[config.mk]
export PLATFORM = sky130hd
export DESIGN_NAME = sm_regdump_flat
export DESIGN_NICKNAME = d
export VERILOG_FILES = /design/src/rtl/sm_regdump_pkg.sv /design/src/rtl/sm_regdump_if.sv /design/src/rtl/flopr.sv /design/src/rtl/sm_regdump.sv /design/src/flat_wrapper.sv
export SDC_FILE = /design/constraint.sdc
export NUM_CORES = 1
export LEC_CHECK = 0
export BUFFER_PORTS_ARGS = -buffer_cell sky130_fd_sc_hd__buf_2
export CORE_ASPECT_RATIO = 1.25
export CORE_UTILIZATION = 47
export DETAILED_ROUTE_END_ITERATION = 6
export PLACE_DENSITY = 0.88
export SYNTH_ARGS = -nofsm -noshare
export SYNTH_HDL_FRONTEND = slang
export SYNTH_SLANG_ARGS = --single-unit
[constraint.sdc]
create_clock -name clk -period 2.4 [get_ports clk]
set_clock_uncertainty 0.2 [all_clocks]
set_input_delay 0.12 -clock clk [delete_from_list [all_inputs] [get_ports clk]]
set_output_delay 0.12 -clock clk [all_outputs]
set_load 0.05 [all_outputs]
[src/rtl/sm_regdump_pkg.sv]
// Shared types and constants for the debug register-dump sequencer.
package sm_regdump_pkg;

    typedef enum logic [1:0] {
        IDLE = 2'd0,
        WAIT = 2'd1,
        SEND = 2'd2
    } state_e;

    // Index whose debug read returns the core's PC+8 instead of a GPR.
    localparam logic [3:0] REG_PC = 4'd15;

    localparam int DEFAULT_SETTLE = 1;

endpackage

[src/rtl/sm_regdump_if.sv]
// Valid/ready stream carrying captured register words out of the dump sequencer.
interface sm_regdump_if #(
    parameter int ADDR_W = 4,
    parameter int DATA_W = 32
);
    logic              out_valid;
    logic              out_ready;
    logic [DATA_W-1:0] out_data;
    logic [ADDR_W-1:0] out_index;
    logic              out_last;

    modport master (
        output out_valid,
        output out_data,
        output out_index,
        output out_last,
        input  out_ready
    );

    modport slave (
        input  out_valid,
        input  out_data,
        input  out_index,
        input  out_last,
        output out_ready
    );
endinterface

[src/rtl/flopr.sv]
// Resettable D flip-flop bank, shared register primitive of the codebase.
module flopr #(
    parameter int WIDTH = 8
) (
    input  logic             clk,
    input  logic             reset,
    input  logic [WIDTH-1:0] d,
    output logic [WIDTH-1:0] q
);
    always_ff @(posedge clk) begin
        if (reset) q <= '0;
        else       q <= d;
    end
endmodule

[src/rtl/sm_regdump.sv]
// Debug register-file reader: walks the core's debug read port and streams
// each snapshot over a valid/ready interface without stalling the core.
module sm_regdump
    import sm_regdump_pkg::*;
#(
    parameter int NUM_REGS = 16,
    parameter int ADDR_W   = 4,
    parameter int DATA_W   = 32,
    parameter int SETTLE   = DEFAULT_SETTLE
) (
    input  logic              clk,
    input  logic              rst_p,
    input  logic              start,
    input  logic              single,
    input  logic [ADDR_W-1:0] start_addr,
    output logic [ADDR_W-1:0] regAddr,
    input  logic [DATA_W-1:0] regData,
    sm_regdump_if.master      out_if,
    output logic              busy,
    output logic              done
);
    localparam logic [1:0]        ST_IDLE  = IDLE;
    localparam logic [1:0]        ST_WAIT  = WAIT;
    localparam logic [1:0]        ST_SEND  = SEND;
    localparam logic [3:0]        CNT_INIT = 4'(SETTLE - 1);
    localparam logic [ADDR_W-1:0] LAST_IDX = ADDR_W'(NUM_REGS - 1);

    logic [1:0]        state;
    logic              single_q;
    logic [3:0]        cnt;
    logic [ADDR_W-1:0] addr;
    logic [ADDR_W-1:0] addr_nxt;
    logic              hs;

    assign hs = out_if.out_valid && out_if.out_ready;

    // addr only moves on a new request or after a non-final handshake, so
    // regAddr stays frozen while a word is being offered.
    always_comb begin
        addr_nxt = addr;
        if (state == ST_IDLE && start)
            addr_nxt = single ? start_addr : '0;
        else if (state == ST_SEND && hs && !out_if.out_last)
            addr_nxt = addr + 1'b1;
    end

    flopr #(.WIDTH(ADDR_W)) u_addr (
        .clk   (clk),
        .reset (rst_p),
        .d     (addr_nxt),
        .q     (addr)
    );

    assign regAddr = addr;

    always_ff @(posedge clk) begin
        if (rst_p) begin
            state            <= ST_IDLE;
            single_q         <= 1'b0;
            cnt              <= '0;
            busy             <= 1'b0;
            done             <= 1'b0;
            out_if.out_valid <= 1'b0;
            out_if.out_data  <= '0;
            out_if.out_index <= '0;
            out_if.out_last  <= 1'b0;
        end else begin
            done <= 1'b0;
            case (state)
                ST_IDLE: begin
                    if (start) begin
                        single_q <= single;
                        cnt      <= CNT_INIT;
                        busy     <= 1'b1;
                        state    <= ST_WAIT;
                    end
                end
                ST_WAIT: begin
                    if (cnt != 4'd0) begin
                        cnt <= cnt - 1'b1;
                    end else begin
                        out_if.out_data  <= regData;
                        out_if.out_index <= addr;
                        out_if.out_last  <= single_q || (addr == LAST_IDX);
                        out_if.out_valid <= 1'b1;
                        state            <= ST_SEND;
                    end
                end
                ST_SEND: begin
                    if (out_if.out_ready) begin
                        out_if.out_valid <= 1'b0;
                        if (out_if.out_last) begin
                            busy  <= 1'b0;
                            done  <= 1'b1;
                            state <= ST_IDLE;
                        end else begin
                            cnt   <= CNT_INIT;
                            state <= ST_WAIT;
                        end
                    end
                end
                default: state <= ST_IDLE;
            endcase
        end
    end
endmodule

[src/flat_wrapper.sv]
// flat-port wrapper written by rule: the top's interface ports become plain ports
module sm_regdump_flat import sm_regdump_pkg::*;
#(
    parameter int NUM_REGS = 16,
    parameter int ADDR_W   = 4,
    parameter int DATA_W   = 32,
    parameter int SETTLE   = DEFAULT_SETTLE
)
  (clk, rst_p, start, single, start_addr, regAddr, regData, busy, done, out_if_out_valid, out_if_out_data, out_if_out_index, out_if_out_last, out_if_out_ready);
  sm_regdump_if #(.ADDR_W(ADDR_W), .DATA_W(DATA_W)) out_if_i ();
  input  logic clk;
  input  logic rst_p;
  input  logic start;
  input  logic single;
  input  logic [ADDR_W-1:0] start_addr;
  output logic [ADDR_W-1:0] regAddr;
  input  logic [DATA_W-1:0] regData;
  output logic busy;
  output logic done;
  output wire logic [$bits(out_if_i.out_valid)-1:0] out_if_out_valid;
  output wire logic [$bits(out_if_i.out_data)-1:0] out_if_out_data;
  output wire logic [$bits(out_if_i.out_index)-1:0] out_if_out_index;
  output wire logic [$bits(out_if_i.out_last)-1:0] out_if_out_last;
  input wire logic [$bits(out_if_i.out_ready)-1:0] out_if_out_ready;
  assign out_if_out_valid = out_if_i.out_valid;
  assign out_if_out_data = out_if_i.out_data;
  assign out_if_out_index = out_if_i.out_index;
  assign out_if_out_last = out_if_i.out_last;
  assign out_if_i.out_ready = out_if_out_ready;
  sm_regdump #(.NUM_REGS(NUM_REGS), .ADDR_W(ADDR_W), .DATA_W(DATA_W), .SETTLE(SETTLE)) u_core (.clk(clk), .rst_p(rst_p), .start(start), .single(single), .start_addr(start_addr), .regAddr(regAddr), .regData(regData), .out_if(out_if_i), .busy(busy), .done(done));
endmodule
==> results_dict.tcl, run 1 <==
set metrics [dict create \
    grt_remaining_overflow 0 \
    min_delay_path_depth 4 \
    regToRegStartpoint "u_core.cnt[0]" \
    finalMaxSlewViolations 0 \
    fin_area_mm2 0.00302 \
    post-synth-top-area-cell "sky130_fd_sc_hd__dfxtp_1" \
    relSlewSlack_pct 61.7 \
    avgViaCountPerCell 5.00 \
    timing.final.crit_share_pct 87.7 \
    n_fill_cell 304 \
    timing.hold.worst_endpoint "u_core.u_addr.q[3]" \
    synth_fp_nets 293 \
    place_area_mm2 0.00255 \
    min-delay-path-class "in2reg" \
    postSynthRegisterBits 51 \
    synth.yosys.warnings 0 \
    critical_path.slowest_cell "sky130_fd_sc_hd__and2b_1" \
    die_height_um 76.9 \
    placed_cells 377 \
    area_delta_synth_final_pct 43.4 \
    routed_wire_length_per_instance_um 12.5 \
    critPathBufInv 2 \
    clock-sinks 51 \
    post_route_wl_um 5300 \
    timing.critical_path.max_delay_family "simple AND/OR/NAND/NOR gates" \
    critical_path.startpoint_type "flop" \
    timing.rr.end "u_core.out_if.out_last" \
    cts_resized 0 \
    fin_nets 409 \
    groute.usage.overall_pct 23.1 \
    gpl.final_weighted_congestion 0.801 \
    min_period_ns 2.10 \
    placement_rows 26 \
    worstSetupPathType "reg2reg" \
    layout.cells.non_filler 423 \
    maxCapViolations 0 \
    synth_ff_type "sky130_fd_sc_hd__dfxtp_1" \
    fin_total_pwr_mw 2.19 \
    syn_area_per_cell_um2 8.43 \
    cts_buffers 5 \
    leakagePower_nw 1.35 \
    wire_length_of_the_first_global_routing_pass_um 8290 \
    cts_htree_levels 2 \
    r2r_setup_slack_ns 0.30 \
    yosys.cell_count.top_type "sky130_fd_sc_hd__nand2_1" \
    fin_setup_tns_ns 0 \
    finalSetupViolCount 0 \
    grt_antenna_before_repair 0 \
    worst_ep_required_time_ns 2.43 \
    timing_worst_slew_pin_value_ns 0.574 \
    cellPowerDensity_mw_per_mm2 725 \
    initial_utilization_pct 50.2 \
    worst_ir_drop_vdd_v 0.000491 \
    min_from "start_addr[3]" \
    clock_tree.root_cell "sky130_fd_sc_hd__clkbuf_8" \
    drcViolationCount 0 \
    type_of_element_capturing_the_critical_path "flop" \
    fmaxAchievable_mhz 475 \
    dp_hpwl_um 3320 \
    clk_latency_ns 0.30 \
    ant_nets 0 \
    vias_in_the_first_global_route 1978 \
    via_count 2116 \
    mappedNetlistArea_mm2 0.00211 \
    placeableCoreArea_mm2 0.00420 \
    worst-endpoint-arrival_ns 2.14 \
    grt_setup_unrepaired "no" \
    die_width_um 61.9 \
    max_stage_delay_ns 0.47 \
    firstDrtPassIters 4 \
    dieArea_mm2 0.00476 \
    yosys.area.top_type_share_pct 48.5 \
    synth_enable_flop_cells 0 \
    critical_path.max_fanout 24 \
    grt_start_max_net_pins 38 \
    netlist_instances 250 \
    path_cells "inv_1, ha_1, and4bb_2, and2b_1, buf_12, nor2_1, nor3_1" \
    ctsLongestPathBuffers 2 \
    path_clk_slew_ns 0.09 \
    r2r.worst_path.cells 7 \
    synth.top_cells.by_count "sky130_fd_sc_hd__nand2_1, sky130_fd_sc_hd__dfxtp_1, sky130_fd_sc_hd__a21oi_1" \
    place.port_buffers 84 \
    io_pins 85 \
    synth.yosys.seq_area_share_pct 48.5 \
    asyncSetResetFlopFracSynth_pct 0 \
    tritoncts_clock_tree "done" \
    fraction_of_final_layout_cells_with_drive_strength_greater_than_1_pct 32.2 \
    synth.top_cells.by_area "sky130_fd_sc_hd__dfxtp_1, sky130_fd_sc_hd__nand2_1, sky130_fd_sc_hd__a21oi_1, sky130_fd_sc_hd__a21oi_2, sky130_fd_sc_hd__nand2_2" \
    report.final.hold_viol_count 0 \
    run_status "completed" \
    dr.first_iter.drc_count 104 \
    synth.distinct_cells 38 \
    num_antenna_cells 0 \
]
state kept, by name (all words and copies together) (netlist names):
| signal | count |
|---|---|
| u_core.out_if.out_data | 32 |
| u_core.cnt | 4 |
| u_core.out_if.out_index | 4 |
| u_core.u_addr.q | 4 |
| u_core.state | 2 |
| u_core.busy | 1 |
| u_core.done | 1 |
| u_core.out_if.out_last | 1 |
| u_core.out_if.out_valid | 1 |
| u_core.single_q | 1 |
cells in the final DEF (no fill, tap or decap), types with 3 or more instances in the layout:
| cell | instances |
|---|---|
| sky130_fd_sc_hd__clkbuf_8 | 6 |
| sky130_fd_sc_hd__nor2_1 | 7 |
| sky130_fd_sc_hd__dfxtp_1 | 51 |
| sky130_fd_sc_hd__nand2_2 | 10 |
| sky130_fd_sc_hd__o21ai_0 | 6 |
| sky130_fd_sc_hd__a21oi_1 | 36 |
| sky130_fd_sc_hd__a21oi_2 | 10 |
| sky130_fd_sc_hd__nand2b_1 | 3 |
| sky130_fd_sc_hd__buf_2 | 84 |
| sky130_fd_sc_hd__nand2_1 | 64 |
| sky130_fd_sc_hd__inv_1 | 3 |
| sky130_fd_sc_hd__nor3_1 | 10 |
| sky130_fd_sc_hd__nand4b_1 | 3 |
| sky130_fd_sc_hd__dlygate4sd3_1 | 38 |
through the flow:
stage	worst slack [ns]	hold WS [ns]	util (%)
floorplan	0.645	0.0469	-
global placement	0.360	0.161	60.7
detailed placement	0.289	0.166	60.7
CTS	0.296	0.0455	72.0
global route	0.154	0.0672	72.0
finish	0.296	0.0552	72.0
metal layers:
| metal | global-route usage (%) | wire length, um |
|---|---|---|
| met1 | 25.9 | 2260 |
| met2 | 39.5 | 2640 |
| met3 | 4.89 | 218 |
| met4 | 11.3 | 187 |
| met5 | 0 | 0 |
timing repair:
action,CTS,global route
buffers inserted,0,0
hold buffers,38,0
setup endpoints to repair,0,0
hold endpoints to repair,38,0
cells by family after synthesis:
family                     synth area share (%)
buffers and inverters                      5.58
and+or+nand+nor                            25.7
adders and majority gates                  1.19
DFF                                        48.5
AOI/OAI and AO/OA                          18.2
xor gates and xnor gates                  0.416
muxes                                     0.475
worst max path at each step:
stage	start	endpoint	cells after the start
finish	u_core.cnt[0]	u_core.out_if.out_last	7
global route	u_core.cnt[0]	u_core.out_if.out_data[29]	7
CTS	u_core.cnt[0]	u_core.out_if.out_data[25]	7
detailed placement	u_core.cnt[0]	u_core.out_if.out_last	7
global placement	u_core.cnt[0]	u_core.out_if.out_last	7
floorplan	u_core.cnt[0]	u_core.state[1]	8
cell type report:
class / instances / area [um2] / share of cell area, %
well taps: 56 / 70.1 / 2.32
flip-flops and latches: 51 / 1020 / 33.8
inverters: 3 / 11.3 / 0.373
multi-input cells: 179 / 968 / 32.0
repair buffers: 126 / 856 / 28.3
clock inverters: 1 / 8.76 / 0.290
clock buffers: 7 / 86.3 / 2.86
worst min-delay path: cells and delay by family:
kind | cells | cell delay, ns
AO/OA/AOI/OAI | 2 | 0.26
buffers and inverters | 1 | 0.10
AND/OR/NAND/NOR | 1 | 0.04
power by group:
part / leakage (nW) / switching (mW) / total, mW / internal, mW
clock: 0.0484 / 0.271 / 0.508 / 0.236
sequential: 0.417 / 0.0597 / 0.983 / 0.923
combinational: 0.882 / 0.472 / 0.700 / 0.228
No activity file was read; power rests on OpenSTA's default activity.
==> run 2, diff against run 1 <==
--- a/config.mk
+++ b/config.mk
@@ -6,8 +6,11 @@
 export NUM_CORES = 1
 export LEC_CHECK = 0
 export BUFFER_PORTS_ARGS = -buffer_cell sky130_fd_sc_hd__buf_2
+export CAP_MARGIN = 15
 export CORE_ASPECT_RATIO = 1.25
+export CORE_MARGIN = 4
 export CORE_UTILIZATION = 47
+export CTS_BUF_LIST = sky130_fd_sc_hd__clkbuf_8 sky130_fd_sc_hd__clkbuf_16
 export DETAILED_ROUTE_END_ITERATION = 6
 export PLACE_DENSITY = 0.88
 export SYNTH_ARGS = -nofsm -noshare
==> run 2 against run 1 <==
Net effect: global-route usage shrank 2.6 points; critical endpoint unchanged; wire length rose by 6.9%; highest routed layer unchanged; sequential power about the same; combinational power is essentially flat.
==> results_dict.tcl, run 2 (synthesis results as in run 1) <==
set metrics [dict create \
    firstDrtPassIters 4 \
    fraction_of_final_layout_cells_with_drive_strength_greater_than_1_pct 32.3 \
    ctsLongestPathBuffers 2 \
    clock-sinks 51 \
    netSwitchingFraction_pct 37.4 \
    placement_rows 26 \
    fin_total_pwr_mw 2.15 \
    placed_cells 378 \
    postCtsSetupRepairBufs 0 \
    dp_hpwl_um 3530 \
    vias_in_the_first_global_route 2009 \
    share_seq_of_total_power_pct 45.7 \
    fin_nets 410 \
    fin_setup_tns_ns 0 \
    ant_nets 0 \
    run_status "completed" \
    net-switching-power_mw 0.806 \
    min-delay-path-class "in2reg" \
    cts_buffers 5 \
    die_width_um 67.9 \
    die_height_um 82.9 \
    drcViolationCount 0 \
    finalMaxSlewViolations 0 \
    relSlewSlack_pct 60.8 \
    timing_worst_slew_pin_value_ns 0.587 \
    clock_tree.root_cell "sky130_fd_sc_hd__clkbuf_8" \
    fmaxAchievable_mhz 459 \
    place.port_buffers 84 \
    via_count 2133 \
    internal_power_mw 1.35 \
    most_frequent_cells_in_the_layout "sky130_fd_sc_hd__buf_2, sky130_fd_sc_hd__nand2_1, sky130_fd_sc_hd__dfxtp_1, sky130_fd_sc_hd__dlygate4sd3_1, sky130_fd_sc_hd__a21oi_1" \
    timing.final.crit_share_pct 90.7 \
    maxCapViolations 0 \
    clk_latency_ns 0.30 \
    worstSetupPathType "reg2reg" \
    share_clk_of_total_power_pct 21.9 \
    number_of_flip_flops_in_the_largest_register 32 \
    place_area_mm2 0.00254 \
    finalSetupViolCount 0 \
    mostFrequentLayoutCell "sky130_fd_sc_hd__buf_2" \
    initial_utilization_pct 50.2 \
    grt_remaining_overflow 0 \
    avgViaCountPerCell 5.03 \
    cts_resized 0 \
    dr.first_iter.drc_count 103 \
    wire_length_of_the_first_global_routing_pass_um 9090 \
    io_pins 85 \
    type_of_element_capturing_the_critical_path "flop" \
    cellPowerDensity_mw_per_mm2 716 \
    leakagePower_nw 1.34 \
    path_clk_slew_ns 0.09 \
    post_route_wl_um 5670 \
    area_delta_synth_final_pct 42.7 \
    combinationalPowerShare_pct 32.4 \
    gpl.final_weighted_congestion 0.822 \
    placeableCoreArea_mm2 0.00420 \
    critical_path.startpoint_type "flop" \
    groute.usage.overall_pct 20.5 \
    layout.cells.non_filler 424 \
    grt_antenna_before_repair 0 \
    critical_path.max_fanout 23 \
    tritoncts_clock_tree "done" \
    routed_wire_length_per_instance_um 13.4 \
    registers.top_by_ff_count "u_core.out_if.out_data" \
    fin_area_mm2 0.00301 \
    worst_ep_required_time_ns 2.42 \
    report.final.hold_viol_count 0 \
    worst_ir_drop_vdd_v 0.000421 \
    min_period_ns 2.18 \
    dieArea_mm2 0.00562 \
    cts_htree_levels 2 \
    grt_start_max_net_pins 33 \
    num_antenna_cells 0 \
    grt_setup_unrepaired "no" \
    worst-endpoint-arrival_ns 2.19 \
    post-route-util_pct 71.6 \
]
-- run 2: cell count changes in the layout (fill, tap and decap cells not counted), sizes merged --
cell      change
clkbuf        -2
inv           +1
buf           +1
clkinvlp      +1
-- run 2: worst max-delay path: stages (launching register included) --
cell and delay, ns:
sky130_fd_sc_hd__dfxtp_1 0.34, sky130_fd_sc_hd__inv_1 0.06, sky130_fd_sc_hd__ha_1 0.20, sky130_fd_sc_hd__and4bb_2 0.30, sky130_fd_sc_hd__and2b_1 0.52, sky130_fd_sc_hd__buf_12 0.25, sky130_fd_sc_hd__nor2_1 0.05, sky130_fd_sc_hd__nor3_1 0.18
-- run 2: what timing repair did --
item / in CTS / in global routing
endpoints found under the setup margin: 0 / 0
hold buffers: 38 / 0
endpoints found under the hold margin: 38 / 0
-- run 2: worst paths after layout --
check	end	slack, ns	start	cells after the start
max	u_core.out_if.out_last	0.22	u_core.cnt[0]	7
min	u_core.u_addr.q[3]	0.04	start_addr[3]	4
max reg2reg	u_core.out_if.out_last	0.22	u_core.cnt[0]	7
min reg2reg	u_core.out_if.out_index[2]	0.26	u_core.out_if.out_index[2]	2
-- run 2: power by group through the flow --
stage	clock (mW)	combinational [mW]	sequential (mW)
detailed placement	0	0.644	1.00
global route	0.515	0.747	0.995
floorplan	0	0.265	1.23
CTS	0.493	0.694	0.982
finish	0.471	0.697	0.984
global placement	0	0.636	0.998
-- run 2: metrics by stage --
stage / hold WS [ns] / worst slack (ns)
after floorplan: 0.0469 / 0.645
after global placement: 0.161 / 0.336
after detailed placement: 0.166 / 0.268
after CTS: 0.0297 / 0.228
after global routing: 0.0756 / 0.0551
final: 0.0444 / 0.224
-- run 2: area by class of cell --
cell class                      count  area (um2)
Tap cell                           56        70.1
Sequential cell                    51        1020
Timing Repair Buffer              127         851
Clock buffer                        5        68.8
Clock inverter                      3        16.3
Multi-Input combinational cell    179         968
Fill cell                         331        1190
Inverter                            3        11.3
-- run 2: layer usage --
layer | part of all wire (%) | vias to the layer above | track usage [%]
li1 | - | 1075 | -
met1 | 40 | 961 | 23.6
met2 | 50 | 84 | 35.0
met3 | 6.5 | 13 | 4.59
met4 | 2.5 | 0 | 9.22
met5 | 0 | - | 0
==> run 3, diff against run 2 <==
--- a/config.mk
+++ b/config.mk
@@ -13,6 +13,7 @@
 export CTS_BUF_LIST = sky130_fd_sc_hd__clkbuf_8 sky130_fd_sc_hd__clkbuf_16
 export DETAILED_ROUTE_END_ITERATION = 6
 export PLACE_DENSITY = 0.88
+export RECOVER_POWER = 50
 export SYNTH_ARGS = -nofsm -noshare
 export SYNTH_HDL_FRONTEND = slang
 export SYNTH_SLANG_ARGS = --single-unit
==> run 3 against run 2 <==
Net effect: critical path depth stayed put; wire length is 0.16% lower; sequential power hardly changed; clock-buffer cell count stayed put; global-route usage stayed put; critical endpoint unchanged; largest power group unchanged; combinational power is 2.9% lower; maximum frequency is 0.68% lower; die area stayed put; core utilization is 1.3 points lower; cell count stayed put.
==> results_dict.tcl, run 3 (synthesis results as in run 1) <==
set metrics [dict create \
    run_status "completed" \
    fraction_of_final_layout_cells_with_drive_strength_greater_than_1_pct 20.1 \
    grt_remaining_overflow 0 \
    tritoncts_clock_tree "done" \
    routed_wire_length_per_instance_um 13.3 \
    clock_tree.root_cell "sky130_fd_sc_hd__clkbuf_8" \
    post_route_wl_um 5660 \
    worst-endpoint-arrival_ns 2.21 \
    relSlewSlack_pct 56.7 \
    grt_antenna_before_repair 0 \
    timing.final.crit_share_pct 91.3 \
    firstDrtPassIters 4 \
    die_height_um 82.9 \
    timing.hold.worst_endpoint "u_core.u_addr.q[3]" \
    ctsLongestPathBuffers 2 \
    min-delay-path-class "in2reg" \
    r2r_setup_slack_ns 0.21 \
    min_period_ns 2.19 \
    finalWorstSetupSlack_ns 0.209 \
    post-route-util_pct 70.3 \
    vias_in_the_first_global_route 2009 \
    critical_path.startpoint_type "flop" \
    fin_nets 410 \
    groute.usage.overall_pct 20.5 \
    fmaxAchievable_mhz 456 \
    leakagePower_nw 1.16 \
    pre_cts_slack_ns 0.268 \
    ant_nets 0 \
    min_delay_path_depth 4 \
    type_of_element_capturing_the_critical_path "flop" \
    number_of_flip_flops_in_the_largest_register 32 \
    maxCapViolations 0 \
    die_width_um 67.9 \
    grt_setup_unrepaired "no" \
    placement_rows 26 \
    cts_htree_levels 2 \
    grt_start_max_net_pins 33 \
    place_area_mm2 0.00254 \
    gpl.final_weighted_congestion 0.822 \
    r2r.worst_path.cells 7 \
    place.port_buffers 84 \
    mostFrequentLayoutCell "sky130_fd_sc_hd__nand2_1" \
    fin_area_mm2 0.00295 \
    most_frequent_cells_in_the_layout "sky130_fd_sc_hd__nand2_1, sky130_fd_sc_hd__dfxtp_1, sky130_fd_sc_hd__clkbuf_1, sky130_fd_sc_hd__buf_2, sky130_fd_sc_hd__dlygate4sd3_1" \
    avgViaCountPerCell 5.07 \
    placeableCoreArea_mm2 0.00420 \
    cts_buffers 5 \
    dr.first_iter.drc_count 116 \
    finalSetupViolCount 0 \
    finalMaxSlewViolations 0 \
    wire_length_of_the_first_global_routing_pass_um 9090 \
    worst_ir_drop_vdd_v 0.000420 \
    critical_path.max_fanout 23 \
    registers.top_by_ff_count "u_core.out_if.out_data" \
    timing.rr.end "u_core.out_if.out_last" \
    min_from "start_addr[3]" \
    clock-sinks 51 \
    fin_setup_tns_ns 0 \
    io_pins 85 \
    worstSetupPathType "reg2reg" \
    dieArea_mm2 0.00562 \
    clk_latency_ns 0.30 \
    dp_hpwl_um 3530 \
    layout.cells.non_filler 424 \
    worst_ep_required_time_ns 2.42 \
    placed_cells 378 \
    report.final.hold_viol_count 0 \
    fin_total_pwr_mw 2.14 \
    cellPowerDensity_mw_per_mm2 724 \
    num_antenna_cells 0 \
    path_clk_slew_ns 0.09 \
    timing_worst_slew_pin_value_ns 0.653 \
    hold_ws_ns 0.0447 \
    n_fill_cell 356 \
    drcViolationCount 0 \
    via_count 2148 \
    initial_utilization_pct 50.2 \
    regToRegStartpoint "u_core.cnt[0]" \
    area_delta_synth_final_pct 40.1 \
]
[run 3: cell types whose count changed in the layout (fill, tap and decap cells not counted), sizes merged]
cell	previous run	this run
buf	89	45
clkbuf	5	49
[run 3: final cells by class]
type	instances	area (um2)	share of cell area, %
timing repair buffer	127	796	27.0
multi-input combinational	179	968	32.8
tap	56	70.1	2.37
sequential	51	1020	34.6
inverter	3	11.3	0.382
clock buffer	5	68.8	2.33
clock inverter	3	16.3	0.551
[run 3: where the power goes]
group	leakage (nW)	internal (mW)	switching [mW]
Combinational	0.702	0.204	0.473
Clock	0.0453	0.200	0.273
Sequential	0.417	0.923	0.0633
Total	1.16	1.33	0.809
[run 3: metal layers]
| layer | wire, um | GRT usage [%] | share of wire, % |
|---|---|---|---|
| met2 | 2820 | 35.0 | 50 |
| met4 | 181 | 9.22 | 3.2 |
| met3 | 396 | 4.59 | 7.0 |
| met5 | 0 | 0 | 0 |
| met1 | 2260 | 23.6 | 40 |
[run 3: critical path, stage by stage (launching register included)]
cell,delay [ns]
sky130_fd_sc_hd__dfxtp_1,0.34
sky130_fd_sc_hd__inv_1,0.06
sky130_fd_sc_hd__ha_1,0.20
sky130_fd_sc_hd__and4bb_1,0.30
sky130_fd_sc_hd__and2b_1,0.53
sky130_fd_sc_hd__buf_12,0.25
sky130_fd_sc_hd__nor2_1,0.05
sky130_fd_sc_hd__nor3_1,0.18
[run 3: worst max-delay path by stage]
| stage | start | cells past startpoint | to | slack (ns) |
|---|---|---|---|---|
| after CTS | u_core.cnt[0] | 7 | u_core.out_if.out_last | 0.23 |
| after global placement | u_core.cnt[0] | 7 | u_core.out_if.out_last | 0.34 |
| after detailed placement | u_core.cnt[0] | 7 | u_core.out_if.out_last | 0.27 |
| final | u_core.cnt[0] | 7 | u_core.out_if.out_last | 0.21 |
| after floorplan | u_core.cnt[0] | 8 | u_core.state[1] | 0.65 |
| after global routing | u_core.cnt[0] | 7 | u_core.out_if.out_last | 0.04 |
[run 3: what timing repair did]
item,CTS,global route
gates resized for setup,0,0
hold buffers,38,0
setup buffers,0,0
hold endpoints to repair,38,0
setup endpoints to repair,0,0
